`src/rtl/weight_write_ctrl.sv`:
```
// weight_write_ctrl
//   Write-side controller for the weight RAM image read by the weight store.
//   A start request selects a layer (cs) and phase. The block then accepts
//   BEATS beats of 9 words over a valid/ready stream and writes them to
//   consecutive RAM addresses starting at cs_offset + phase*PHASE_STRIDE.
//   This is the same address map the reader uses.
//
// Ports
//   clk, rst_n         clock (posedge) / asynchronous active-low reset
//   start, cs, phase   block request; cs and phase are sampled only when start is taken
//   in_valid, in_ready input beat handshake; in_data carries word 0 in the LSBs
//   we, waddr, wdata   registered RAM write port (one cycle after beat accept)
//   busy               a block write is in progress
//   done               one-cycle pulse when the block is complete
//   err                one-cycle pulse when start is rejected for an invalid cs
//
// State  | meaning
// IDLE   | waiting for start
// WRITE  | accepting beats; in_ready high
// DONE   | last write presented on the RAM port; done pulses on the next cycle

`ifndef DATA_LEN
`define DATA_LEN 8
`endif
`ifndef LAYER0
`define LAYER0 4'd0
`endif
`ifndef LAYER1
`define LAYER1 4'd1
`endif
`ifndef LAYER2
`define LAYER2 4'd2
`endif
`ifndef LAYER3
`define LAYER3 4'd3
`endif
`ifndef AFFINE
`define AFFINE 4'd4
`endif

module weight_write_ctrl #(
    parameter int ADDR_W       = 8,
    parameter int BEATS        = 4,
    parameter int LAYER_STRIDE = 32,
    parameter int PHASE_STRIDE = 4
) (
    input  logic                     clk,
    input  logic                     rst_n,
    input  logic                     start,
    input  logic [3:0]               cs,
    input  logic [2:0]               phase,
    input  logic                     in_valid,
    output logic                     in_ready,
    input  logic [9*`DATA_LEN-1:0]   in_data,
    output logic                     we,
    output logic [ADDR_W-1:0]        waddr,
    output logic [9*`DATA_LEN-1:0]   wdata,
    output logic                     busy,
    output logic                     done,
    output logic                     err
);

    localparam int CNT_W = (BEATS > 1) ? $clog2(BEATS) : 1;

    typedef enum logic [1:0] {
        ST_IDLE,
        ST_WRITE,
        ST_DONE
    } state_t;

    state_t            state, state_nxt;
    logic [CNT_W-1:0]  cnt;
    logic [ADDR_W-1:0] base;
    logic [ADDR_W-1:0] cs_offset;
    logic [ADDR_W-1:0] phase_offset;
    logic              cs_valid;
    logic              accept;
    logic              last_beat;
    logic              start_ok;

    always_comb begin
        cs_valid  = 1'b1;
        cs_offset = '0;
        case (cs)
            `LAYER0: cs_offset = ADDR_W'(0 * LAYER_STRIDE);
            `LAYER1: cs_offset = ADDR_W'(1 * LAYER_STRIDE);
            `LAYER2: cs_offset = ADDR_W'(2 * LAYER_STRIDE);
            `LAYER3: cs_offset = ADDR_W'(3 * LAYER_STRIDE);
            `AFFINE: cs_offset = ADDR_W'(4 * LAYER_STRIDE);
            default: cs_valid  = 1'b0;
        endcase
    end

    assign phase_offset = ADDR_W'(phase) * ADDR_W'(PHASE_STRIDE);

    assign in_ready  = (state == ST_WRITE);
    assign busy      = (state != ST_IDLE);
    assign accept    = in_valid && in_ready;
    assign last_beat = (cnt == CNT_W'(BEATS - 1));
    assign start_ok  = (state == ST_IDLE) && start && cs_valid;

    always_comb begin
        state_nxt = state;
        case (state)
            ST_IDLE:  if (start_ok) state_nxt = ST_WRITE;
            ST_WRITE: if (accept && last_beat) state_nxt = ST_DONE;
            ST_DONE:  state_nxt = ST_IDLE;
            default:  state_nxt = ST_IDLE;
        endcase
    end

    always_ff @(posedge clk or negedge rst_n) begin
        if (!rst_n) begin
            state <= ST_IDLE;
            cnt   <= '0;
            base  <= '0;
            we    <= 1'b0;
            waddr <= '0;
            wdata <= '0;
            done  <= 1'b0;
            err   <= 1'b0;
        end else begin
            state <= state_nxt;
            we    <= accept;
            done  <= (state == ST_DONE);
            err   <= (state == ST_IDLE) && start && !cs_valid;
            if (start_ok) begin
                base <= cs_offset + phase_offset;
                cnt  <= '0;
            end
            // waddr/wdata only move on an accepted beat so they hold between writes
            if (accept) begin
                waddr <= base + ADDR_W'(cnt);
                wdata <= in_data;
                cnt   <= cnt + CNT_W'(1);
            end
        end
    end

endmodule

```
`config.mk`:
```
export PLATFORM = sky130hd
export DESIGN_NAME = weight_write_ctrl
export DESIGN_NICKNAME = d
export VERILOG_FILES = /design/src/rtl/weight_write_ctrl.sv
export SDC_FILE = /design/constraint.sdc
export NUM_CORES = 1
export LEC_CHECK = 0
export ABC_AREA = 1
export ABC_CLOCK_PERIOD_IN_PS = 1190
export CAP_MARGIN = 20
export CORE_MARGIN = 2
export CORE_UTILIZATION = 41
export CTS_CLUSTER_SIZE = 30
export DETAILED_ROUTE_END_ITERATION = 12
export PLACE_DENSITY_LB_ADDON = 0.3
export SLEW_MARGIN = 20
export SYNTH_ARGS = -nofsm -noshare
export SYNTH_HDL_FRONTEND = slang
export SYNTH_SLANG_ARGS = --single-unit
export TNS_END_PERCENT = 1
```
`constraint.sdc`:
```
create_clock -name clk -period 1.19 [get_ports clk]
set_input_delay 0.1785 -clock clk [delete_from_list [all_inputs] [get_ports clk]]
set_output_delay 0.1785 -clock clk [all_outputs]
set_load 0.1 [all_outputs]
```
==> results of run 1 <==
==> critical path: stages, from the launching register on <==
cell     delay, ns
dfrtp_1       0.43
nor2_4        0.14
buf_6         0.11
buf_12        0.16
==> sequential cells by signal, indices dropped and copies added, names as in the netlist <==
register,cells
cnt,2
done,1
base,6
wdata,72
state,2
err,1
we,1
waddr,8
==> worst max-delay path by stage <==
stage | to | slack, ns | start | depth (start not counted)
after floorplan | waddr[1] | -0.41 | state[0] | 7
after global placement | cnt[0] | -0.16 | cs[3] | 6
after detailed placement | cnt[1] | -0.20 | cs[3] | 6
after CTS | in_ready | -0.17 | state[1] | 3
after global routing | in_ready | -0.24 | state[0] | 4
final | in_ready | -0.17 | state[1] | 3
==> kinds of logic (layout without fill, tap and decap cells) <==
family / Yosys count / after routing / synth area share
adder cells (fa/ha/maj): 1 / 1 / 0.00344
AND/OR/NAND/NOR: 271 / 271 / 0.288
AO/OA/AOI/OAI: 4 / 4 / 0.00654
flip-flops: 93 / 93 / 0.640
buffers and inverters: 24 / 206 / 0.0620
==> routing by layer <==
metal / part of all wire / GRT usage
met3: 0.062 / 0.0515
met5: 0 / 0
met1: 0.40 / 0.273
met4: 0.017 / 0.0727
met2: 0.52 / 0.360
==> layout make-up <==
class,count,area (um2)
Clock buffer,12,155
Fill cell,590,2170
Timing Repair Buffer,184,2730
Tap cell,108,135
Clock inverter,3,21.3
Inverter,7,31.3
Sequential cell,93,2330
Multi-Input combinational cell,276,1100
==> synthesized netlist by cell type (all sizes together) <==
library cell,number,area share
o22ai,1,0.0017
buf,15,0.046
nand2,256,0.27
nor2,7,0.0093
inv,7,0.0079
dfrtp,93,0.64
nand3,6,0.0083
clkbuf,2,0.0076
ha,1,0.0034
o21ai,2,0.0028
o21a,1,0.0021
or2,2,0.0034
==> cells in the final DEF, fill, tap and decap left out <==
cell,netlist,layout
nand2_1,255,254
dfrtp_1,93,93
buf_12,0,91
clkdlybuf4s50_1,0,81
clkbuf_8,2,11
buf_4,0,10
nand3_1,6,6
nor2_1,6,5
inv_1,5,4
inv_2,1,2
nor2_4,1,2
o21ai_0,2,2
nand2_8,0,1
inv_6,0,1
or2_1,1,1
nand2_4,1,1
or2_2,1,1
o21a_1,1,1
o22ai_1,1,1
ha_1,1,1
clkinv_2,0,1
clkbuf_1,0,1
clkinv_4,0,1
clkinvlp_4,0,1
dlygate4sd3_1,0,1
buf_6,15,1
==> repair_timing <==
item                                   CTS  global route
endpoints found under the hold margin   93             0
hold buffers                             1             0
buffers inserted                         2             0
pin swaps                                1             0
setup endpoints to repair               20            93
gates resized for setup                  5             3
==> stage by stage <==
step                      setup slack (ns)  cell area [um2]
after floorplan                     -0.408             3630
after detailed placement            -0.201             6270
after global routing                -0.236             6500
after global placement              -0.156             6270
after CTS                           -0.167             6490
final                               -0.172             6500
==> results.md, run 1 <==
- Result of the run: finished with violations
- Violations in the final reports: setup timing
- Floorplan die width: ~98 um
- Post-route setup TNS: -5.46 ns
- Pin count of the biggest net entering global routing: 53
- Root buffer cell: clkbuf_8
- Via total after detailed routing: roughly 3100
- Grt total ovfl: 0
- Overall global routing resource usage: 0.214
- Number of endpoints with negative hold slack in the final report: 0
- Number of buffer cells added on primary ports: around 170
- Post-detailed-route count of antenna-violating nets: 0
- Top achievable clock speed: approximately 730 MHz
- Post-route core utilization: 0.749
- Share of synthesized area occupied by flip-flops and latches: 0.640
- HPWL reported at the end of detailed placement: about 7.2 mm
- Routed wire length per instance: approximately 14 um
- Cell Count Post-Placement: ~670
- Row Count: 34
- Average cell area after synthesis: 9.25 um2
- H-tree depth: 3
- Fin crit period: between 1 and 1.5 ns
- Total detailed-routing wirelength: around 10 mm
- Post-layout net count: roughly 660
- Die height: slightly below 100 um
- Max clock buf depth: 2
- Core region area: around 8700 um2
- Share of the cycle needed by the critical path after routing: 1.14
- CP Class: flop to output port
- Weighted congestion reported at the end of routability-driven placement: 0.802
- CTS Buf Count: 9
- Area Growth Syn to Fin: 79.0%
- Initial detailed-routing violation count: between 100 and 150
- Startpoint of the lowest-slack register-to-register path: state[1]
- Wire length of the first global-routing pass: 16.4 mm
- Final worst slack: -0.172 ns
- Number of cells on the worst reg-to-reg path: 7
- Non-filler instance count after layout: around 700
- Ratio of cells with drive above 1 in the final layout: 0.216
- Category of the worst setup path capture point: output port
- Clock tree sinks: 93
- Register-to-register setup slack: -0.10 ns
- CP required: between 1 and 1.5 ns
- Headroom to the max-slew limit: 0.814
- Capture point of the worst reg-to-reg path: wdata[22]
- Mean number of vias per cell: approximately 4.6
- Effective utilization at floorplan: 0.419
- Max-slew violation count: 0
- Number of DRC violations after detailed routing: 0
- Number of global-route vias before repair: about 3300
- Arrival time at the worst endpoint: approximately 1.2 ns
- Unrepaired setup endpoints after global routing: true
- Antenna violations before repair: 0
- Gate Count Post-Synth: around 390
- Measured slew at the worst slew-check pin: about 0.28 ns
- Count of endpoints failing setup in the final report: 85
- Clock slew at the register clock pins of the worst setup and hold paths: 0.09 ns
- Final-layout worst hold slack: between 0.3 and 0.4 ns
- Count of state elements after synthesis: between 90 and 100
- Class of the worst hold path: primary input to asynchronous set/reset pin
- Largest fanout on the critical path: 2
- Worst Setup Start Kind: flop
- Maximum capacitance violations: 0
- First-pass iteration count of the detailed router: 4
- Clock Skews: around 0.0075 ns
- Post-synthesis instance area: between 3000 and 4000 um2
- Clock tree from TritonCTS: done
- Synthesized netlist net count: about 480
- Unique cell type count in the Yosys netlist: 17
- Count of yosys warnings during synthesis: 0
- I/O pins: about 170
- Full die area: between 9000 and 10000 um2
- Antenna diode instance count: 0
- Clock Latency Late Sink: 0.34 ns
Power of run 1 is not shown: default switching activity piles up to over one toggle a cycle in this logic, so the estimate is an artifact.
==> run 2: changes to the inputs <==
- CORE_UTILIZATION: 41 -> 60
- DONT_BUFFER_PORTS: unset -> 1
- REMOVE_ABC_BUFFERS: unset -> 1
- SLEW_MARGIN: 20 -> unset
==> run 2 against run 1 <==
Net effect:
- the run now fails in global routing (5_1_grt)
- synthesized area unchanged
- synthesized cell count unchanged
==> results.md, run 2 <==
- Post-synthesis instance area: 3630 um2 (unchanged)
- Floorplan die width: 81.8 um (-17%)
- Effective utilization at floorplan: 0.617 (+0.199)
- Last flow stage reached: global routing (5_1_grt)
- Weighted congestion reported at the end of routability-driven placement: 0.740 (-7.7%)
- Count of yosys warnings during synthesis: 0 (unchanged)
- I/O pins: 168 (unchanged)
- Count of state elements after synthesis: 93 (unchanged)
- Die height: 81.8 um (-17%)
- Fraction of synthesized cell area taken by the top area cell type: 0.640 (unchanged)
- Main flop type after synthesis: dfrtp_1
- Most common library cells after synthesis: 255 x nand2_1, 93 x dfrtp_1, 15 x buf_6
- Grt total ovfl: 130
- Cell Count Post-Placement: 547 (-18%)
- Max clock buf depth: 2 (unchanged)
- Endpoint with the least setup slack after the last global-route repair: in_ready
- Number of buffer cells added on primary ports: 0 (-100%)
- Result of the run: did not finish
- Average cell area after synthesis: 9.25 um2 (unchanged)
- Overall global routing resource usage: 0.817
- Row Count: 28 (-18%)
- Area leader, netlist: dfrtp_1
- Gate Count Post-Synth: 393 (unchanged)
- Error that halted the flow: [ERROR GRT-0232] Routing congestion too high. Check the congestion heatmap in the GUI.
- Unique cell type count in the Yosys netlist: 17 (unchanged)
- Worst EP kind: primary output
- Pin count of the biggest net entering global routing: 94
- Clock tree sinks: 93 (unchanged)
- Cell with the most instances after synthesis: nand2_1
- Share of flip-flops with an asynchronous set or reset: 1.00 (unchanged)
- CTS Buf Count: 9 (unchanged)
- Number of synthesized flops with an enable pin: 0 (unchanged)
- H-tree depth: 3 (unchanged)
- Dominant cells by area after synthesis: dfrtp_1 64%, nand2_1 26%, buf_6 4.6%
- HPWL reported at the end of detailed placement: 6.28 mm (-13%)
- Root buffer cell: clkbuf_8
- Share of synthesized area occupied by flip-flops and latches: 0.640 (unchanged)
## run 2: logic make-up after synthesis
logic type               count (synthesis)  share of synthesized area
AO/OA/AOI/OAI                            4                    0.00654
AND/OR/NAND/NOR                        271                      0.288
buffers and inverters                   24                     0.0620
flip-flops                              93                      0.640
adder cells (fa/ha/maj)                  1                    0.00344
## run 2: metal layers
metal / GRT usage / overflow
met3: 0.620 / 1
met4: 0.963 / 60
met5: 0.0417 / 0
met2: 1.01 / 69
met1: 0.773 / 0
## run 2: metrics by stage
step	util	setup TNS, ns	hold slack (ns)	cell area (um2)	setup slack (ns)
floorplan	-	-88.70	-0.117	3440	-1.08
detailed placement	0.769	-0.803	-0.114	4530	-0.0816
global placement	0.769	-0.00819	-0.115	4530	-0.00445
CTS	0.941	-1.05	-0.497	5540	-0.178
## run 2: repair_timing
action / CTS
setup buffers: 1
pin swaps: 2
gates resized for setup: 14
setup endpoints to repair: 66
hold buffers: 77
hold endpoints to repair: 170
==> run 3: changes to the inputs <==
- CORE_UTILIZATION: 60 -> 40
- CTS_CLUSTER_SIZE: 30 -> unset
- PLACE_DENSITY_LB_ADDON: 0.3 -> 0.15
==> run 3 against run 2 <==
Net effect:
- the flow now finishes, with violations (hold timing, setup timing)
==> results.md, run 3 (synthesis gave the netlist of run 1 again) <==
- HPWL reported at the end of detailed placement: 5.61 mm (-11%)
- Area Growth Syn to Fin: 62.1%
- Met2 wirelength from detailed routing: about 4.5 mm
- Uppermost metal layer occupied by signal nets: met4
- CTS Buf Count: 9 (unchanged)
- Clock tree from TritonCTS: done
- Mean number of vias per cell: approximately 4.6
- Met3 WL: slightly above 700 um
- Via total after detailed routing: approximately 3100
- Grt total ovfl: 0
- Floorplan die width: 99.3 um (+21%)
- Max-slew violation count: 0
- Fin crit period: 1.36 ns
- Headroom to the max-slew limit: 0.800
- First-pass iteration count of the detailed router: 5
- Commonest non-fill, non-tap cell in the layout: nand2_1
- Effective utilization at floorplan: 0.415 (-0.203)
- CP Class: flop to output port
- Wl on met1: ~4.0 mm
- Clock Skews: about 0.010 ns
- Initial detailed-routing violation count: approximately 210
- Number of global-route vias before repair: roughly 3300
- Max reg flops: 72
- Number of buffer cells added on primary ports: 0 (unchanged)
- Share of the cycle needed by the critical path after routing: 1.14
- Antenna diode instance count: 0
- Root buffer cell: clkbuf_8
- Row Count: 34 (+21%)
- Antenna violations before repair: 0
- Routed wire length per instance: 14.0 um
- Largest reg by FF count: wdata
- Total detailed-routing wirelength: between 9 and 10 mm
- Clock Latency Late Sink: approximately 0.35 ns
- Regs by FF count: wdata: 72 flops, waddr: 8 flops, base: 6 flops
- Measured slew at the worst slew-check pin: between 0.2 and 0.3 ns
- Result of the run: finished with violations
- Full die area: around 9900 um2
- Die height: 99.3 um (+21%)
- Most frequent cells in the layout: 252 x nand2_1, 93 x dfrtp_1, 78 x dlygate4sd3_1
- Max clock buf depth: 2 (unchanged)
- Arrival time at the worst endpoint: ~1.2 ns
- Post-detailed-route count of antenna-violating nets: 0
- Core region area: 8760 um2
- Ratio of cells with drive above 1 in the final layout: 0.219
- Final worst slack: -0.168 ns
- Worst Setup Start Kind: flop
- Number of endpoints with negative hold slack in the final report: slightly above 90
- H-tree depth: 3 (unchanged)
- Count of endpoints failing setup in the final report: 83
- Violations in the final reports: hold timing, setup timing
- Maximum capacitance violations: 0
- Post-route core utilization: 0.672
- Overall global routing resource usage: 0.190
- I/O pins: 168 (unchanged)
- Wire length of the first global-routing pass: roughly 15 mm
- Final-layout worst hold slack: -0.482 ns
- Pin count of the biggest net entering global routing: 94
- Top achievable clock speed: about 740 MHz
- Largest fanout on the critical path: 2
- Weighted congestion reported at the end of routability-driven placement: 0.773 (+4.4%)
- CP required: between 1 and 1.5 ns
- Unrepaired setup endpoints after global routing: true
- Category of the worst setup path capture point: output port
- Clock tree sinks: 93 (unchanged)
- Post-layout net count: 646
- Class of the worst hold path: primary input to asynchronous set/reset pin
- Clock slew at the register clock pins of the worst setup and hold paths: around 0.09 ns
- Total of hold buffers inserted after clock tree synthesis: 78 (+1.3%)
- Number of DRC violations after detailed routing: 0
==> run 3: metrics by stage <==
stage                     TNS [ns]  setup slack, ns  hold WS [ns]  cell area, um2  cells
after detailed placement         0           0.0128        -0.115            4620    578
after global placement           0           0.0542        -0.115            4620    578
after global routing        -10.22           -0.219        -0.511            5890    674
after floorplan             -88.70            -1.08        -0.117            3440    376
after CTS                    -4.00           -0.179        -0.505            5710    673
final                        -4.49           -0.168        -0.482            5890    674
==> run 3: final cells by class <==
cell class,count,area [um2]
clock buffer,11,141
clock inverter,4,120
tap,108,135
sequential,93,2330
multi-input combinational,276,1120
fill,653,2880
inverter,7,28.8
timing repair buffer,175,2010
==> run 3: what timing repair did <==
action                     in CTS  in global routing
setup endpoints to repair       4                131
hold endpoints to repair      171                 93
setup buffers                   2                  1
resized for setup              10                 47
pin swaps                       1                  2
==> run 3: final timing paths <==
check | from | end | slack (ns) | cells after the start
max | state[1] | in_ready | -0.17 | 3
min | rst_n | wdata[31] | -0.48 | 0
max reg2reg | state[1] | wdata[24] | -0.10 | 7
min reg2reg | state[0] | done | 0.45 | 1
max in group asynchronous | rst_n | wdata[71] | 1.53 | 0
min in group clk | cs[3] | base[7] | 0.06 | 3
==> run 3: critical path: stages, from the launching register on <==
cell and delay, ns:
dfrtp_1 0.42, nor2_4 0.13, buf_6 0.12, buf_12 0.16
==> run 3: layer usage <==
metal,up-vias,track usage
li1,1514,-
met1,1450,0.232
met2,134,0.325
met3,19,0.0485
met4,0,0.0706
met5,-,0
Power of run 3 is left out for the same reason.
==> run 4: changes to the inputs <==
- CELL_PAD_IN_SITES_DETAIL_PLACEMENT: unset -> 1
- CELL_PAD_IN_SITES_GLOBAL_PLACEMENT: unset -> 2
- CORE_UTILIZATION: 40 -> 35
==> run 4 against run 3 <==
Net effect:
- the flow still finishes with violations (hold timing, setup timing)
- clock-buffer cell count is 2 lower
- maximum frequency fell by 0.70%
- register-to-register slack hardly changed
- setup slack worse by 0.0096 ns
- hold slack worse by 0.018 ns
- routed wire length is 21% higher
- critical path type unchanged
- largest cell class unchanged
- highest routed layer unchanged
==> results.md, run 4 (synthesis gave the netlist of run 1 again) <==
- Unrepaired setup endpoints after global routing: true
- Number of cells on the worst reg-to-reg path: 6 (-1)
- Weighted congestion reported at the end of routability-driven placement: 0.747 (-3.4%)
- HPWL reported at the end of detailed placement: 6.61 mm (+18%)
- Number of DRC violations after detailed routing: 0 (unchanged)
- Area of all placed cells without fillers: 6010 um2 (+2.1%)
- Met1 routing resource usage after global routing: 0.244 (+0.0120)
- Number of endpoints with negative hold slack in the final report: 93 (unchanged)
- Initial detailed-routing violation count: 179 (-16%)
- Antenna violations before repair: 0 (unchanged)
- Max reg flops: 72 (unchanged)
- Root buffer cell: clkbuf_8
- Clock tree from TritonCTS: done
- Overall global routing resource usage: 0.208 (+0.0177)
- H-tree depth: 3 (unchanged)
- Max clock buf depth: 2 (unchanged)
- Ratio of cells with drive above 1 in the final layout: 0.223 (+0.00412)
- Area Growth Syn to Fin: 65.4%
- Fin crit period: 1.37 ns (+0.00958 ns)
- Floorplan die width: 106 um (+6.6%)
- Regs by FF count: wdata: 72 flops, waddr: 8 flops, base: 6 flops
- Most utilized layer in the global route result: met2
- CP required: 1.01 ns (about the same)
- Routed wire length per instance: 16.2 um (+15%)
- Top achievable clock speed: 731 MHz (-0.70%)
- Clock Latency Late Sink: 0.36 ns (about the same)
- Count of endpoints failing setup in the final report: 84 (+1.2%)
- Total placed instance area: 4770 um2 (+3.3%)
- Grt total ovfl: 0 (unchanged)
- Commonest non-fill, non-tap cell in the layout: nand2_1
- Worst Setup Start Kind: flop
- Largest fanout on the critical path: 2 (unchanged)
- Largest reg by FF count: wdata
- Headroom to the max-slew limit: 0.799 (-0.000803)
- Post-route core utilization: 0.590 (-0.0817)
- Core region area: 10200 um2 (+16%)
- Worst-path cell chain: inv_2, buf_6, nand2_4, buf_12
- CTS Buf Count: 9 (unchanged)
- Number of buffer cells added on primary ports: 0 (unchanged)
- Most frequent cells in the layout: 253 x nand2_1, 93 x dfrtp_1, 78 x dlygate4sd3_1
- Global-route track usage on met3: 0.0478 (-0.000666)
- Arrival time at the worst endpoint: 1.19 ns (about the same)
- Capture point of the worst reg-to-reg path: waddr[0]
- Post-detailed-route count of antenna-violating nets: 0 (unchanged)
- Critical Path Start: state[1]
- Final worst slack: -0.177 ns (-0.00958 ns)
- GR Layer Usage met2: 0.372 (+0.0475)
- Post-layout net count: 648 (+0.31%)
- I/O pins: 168 (unchanged)
- Clock tree sinks: 93 (unchanged)
- CP Class: flop to output port
- Die height: 106 um (+6.6%)
- Number of global-route vias before repair: 3616 (+9.7%)
- Via total after detailed routing: 3233 (+3.7%)
- Class of the worst hold path: primary input to asynchronous set/reset pin
- Clock Skews: 0.0159 ns (+0.00553 ns)
- Full die area: 11200 um2 (+14%)
- Mean number of vias per cell: 4.58 (-0.98%)
- Pin count of the biggest net entering global routing: 94 (unchanged)
- Setup crit end: busy
- Wire length of the first global-routing pass: 18.4 mm (+22%)
- Slowest cell on the critical path: dfrtp_1
- Register-to-register setup slack: -0.10 ns (about the same)
- Total detailed-routing wirelength: 11.4 mm (+21%)
- Violations in the final reports: hold timing, setup timing
- Maximum capacitance violations: 0 (unchanged)
- Startpoint of the lowest-slack register-to-register path: state[0]
- Result of the run: finished with violations
- Clock slew at the register clock pins of the worst setup and hold paths: 0.10 ns (about the same)
- Filler cells: 1112 (+70%)
- First-pass iteration count of the detailed router: 5 (unchanged)
- Final-layout worst hold slack: -0.500 ns (-0.0181 ns)
- Measured slew at the worst slew-check pin: 0.301 ns (+0.00120 ns)
- Category of the worst setup path capture point: output port
- Share of the cycle needed by the critical path after routing: 1.15 (+0.00805)
- Total of hold buffers inserted after clock tree synthesis: 78 (unchanged)
- Crit-path max cell delay: 0.42 ns (about the same)
- Row Count: 37 (+8.8%)
- Effective utilization at floorplan: 0.357 (-0.0579)
- Max-slew violation count: 0 (unchanged)
-- run 4: through the flow --
| stage | hold WS, ns | instances | worst slack (ns) | setup TNS, ns |
|---|---|---|---|---|
| floorplan | -0.117 | 376 | -1.08 | -88.70 |
| global placement | -0.115 | 608 | 0.0587 | 0 |
| detailed placement | -0.115 | 608 | -0.00708 | -0.00708 |
| CTS | -0.517 | 705 | -0.181 | -3.13 |
| global route | -0.529 | 705 | -0.237 | -11.43 |
| finish | -0.500 | 706 | -0.177 | -4.17 |
-- run 4: critical path: cells and delay by family, from the launching register on --
family / cells / cell delay, ns
simple gates: 1 / 0.05
flops: 1 / 0.42
buf+inv: 3 / 0.36
-- run 4: worst min-delay path by stage --
stage	startpoint	depth (start not counted)	to
finish	rst_n	0	wdata[34]
global route	rst_n	0	wdata[34]
CTS	rst_n	0	wdata[34]
detailed placement	rst_n	0	wdata[34]
global placement	rst_n	0	wdata[34]
floorplan	rst_n	0	base[2]
-- run 4: metal layers --
metal / share of wire / wire length [um]
met4: 0.017 / 199
met2: 0.53 / 6040
met1: 0.41 / 4670
met5: 0 / 0
met3: 0.046 / 525
-- run 4: cell type report --
| type | instances | area, um2 | share of cell area |
|---|---|---|---|
| Antenna cell | 1 | 2.50 | 0.000416 |
| Clock buffer | 9 | 124 | 0.0206 |
| Clock inverter | 7 | 50.0 | 0.00833 |
| Inverter | 7 | 33.8 | 0.00562 |
| Multi-Input combinational cell | 276 | 1120 | 0.186 |
| Sequential cell | 93 | 2330 | 0.387 |
| Tap cell | 136 | 170 | 0.0283 |
| Timing Repair Buffer | 177 | 2180 | 0.363 |
-- run 4: what timing repair did --
action | CTS | global route
setup endpoints to repair | 29 | 131
pin swaps | 1 | 1
setup buffers | 3 | 0
hold endpoints to repair | 171 | 93
cloned | 0 | 0
gates resized for setup | 21 | 48
Power of run 4 is left out for the same reason.
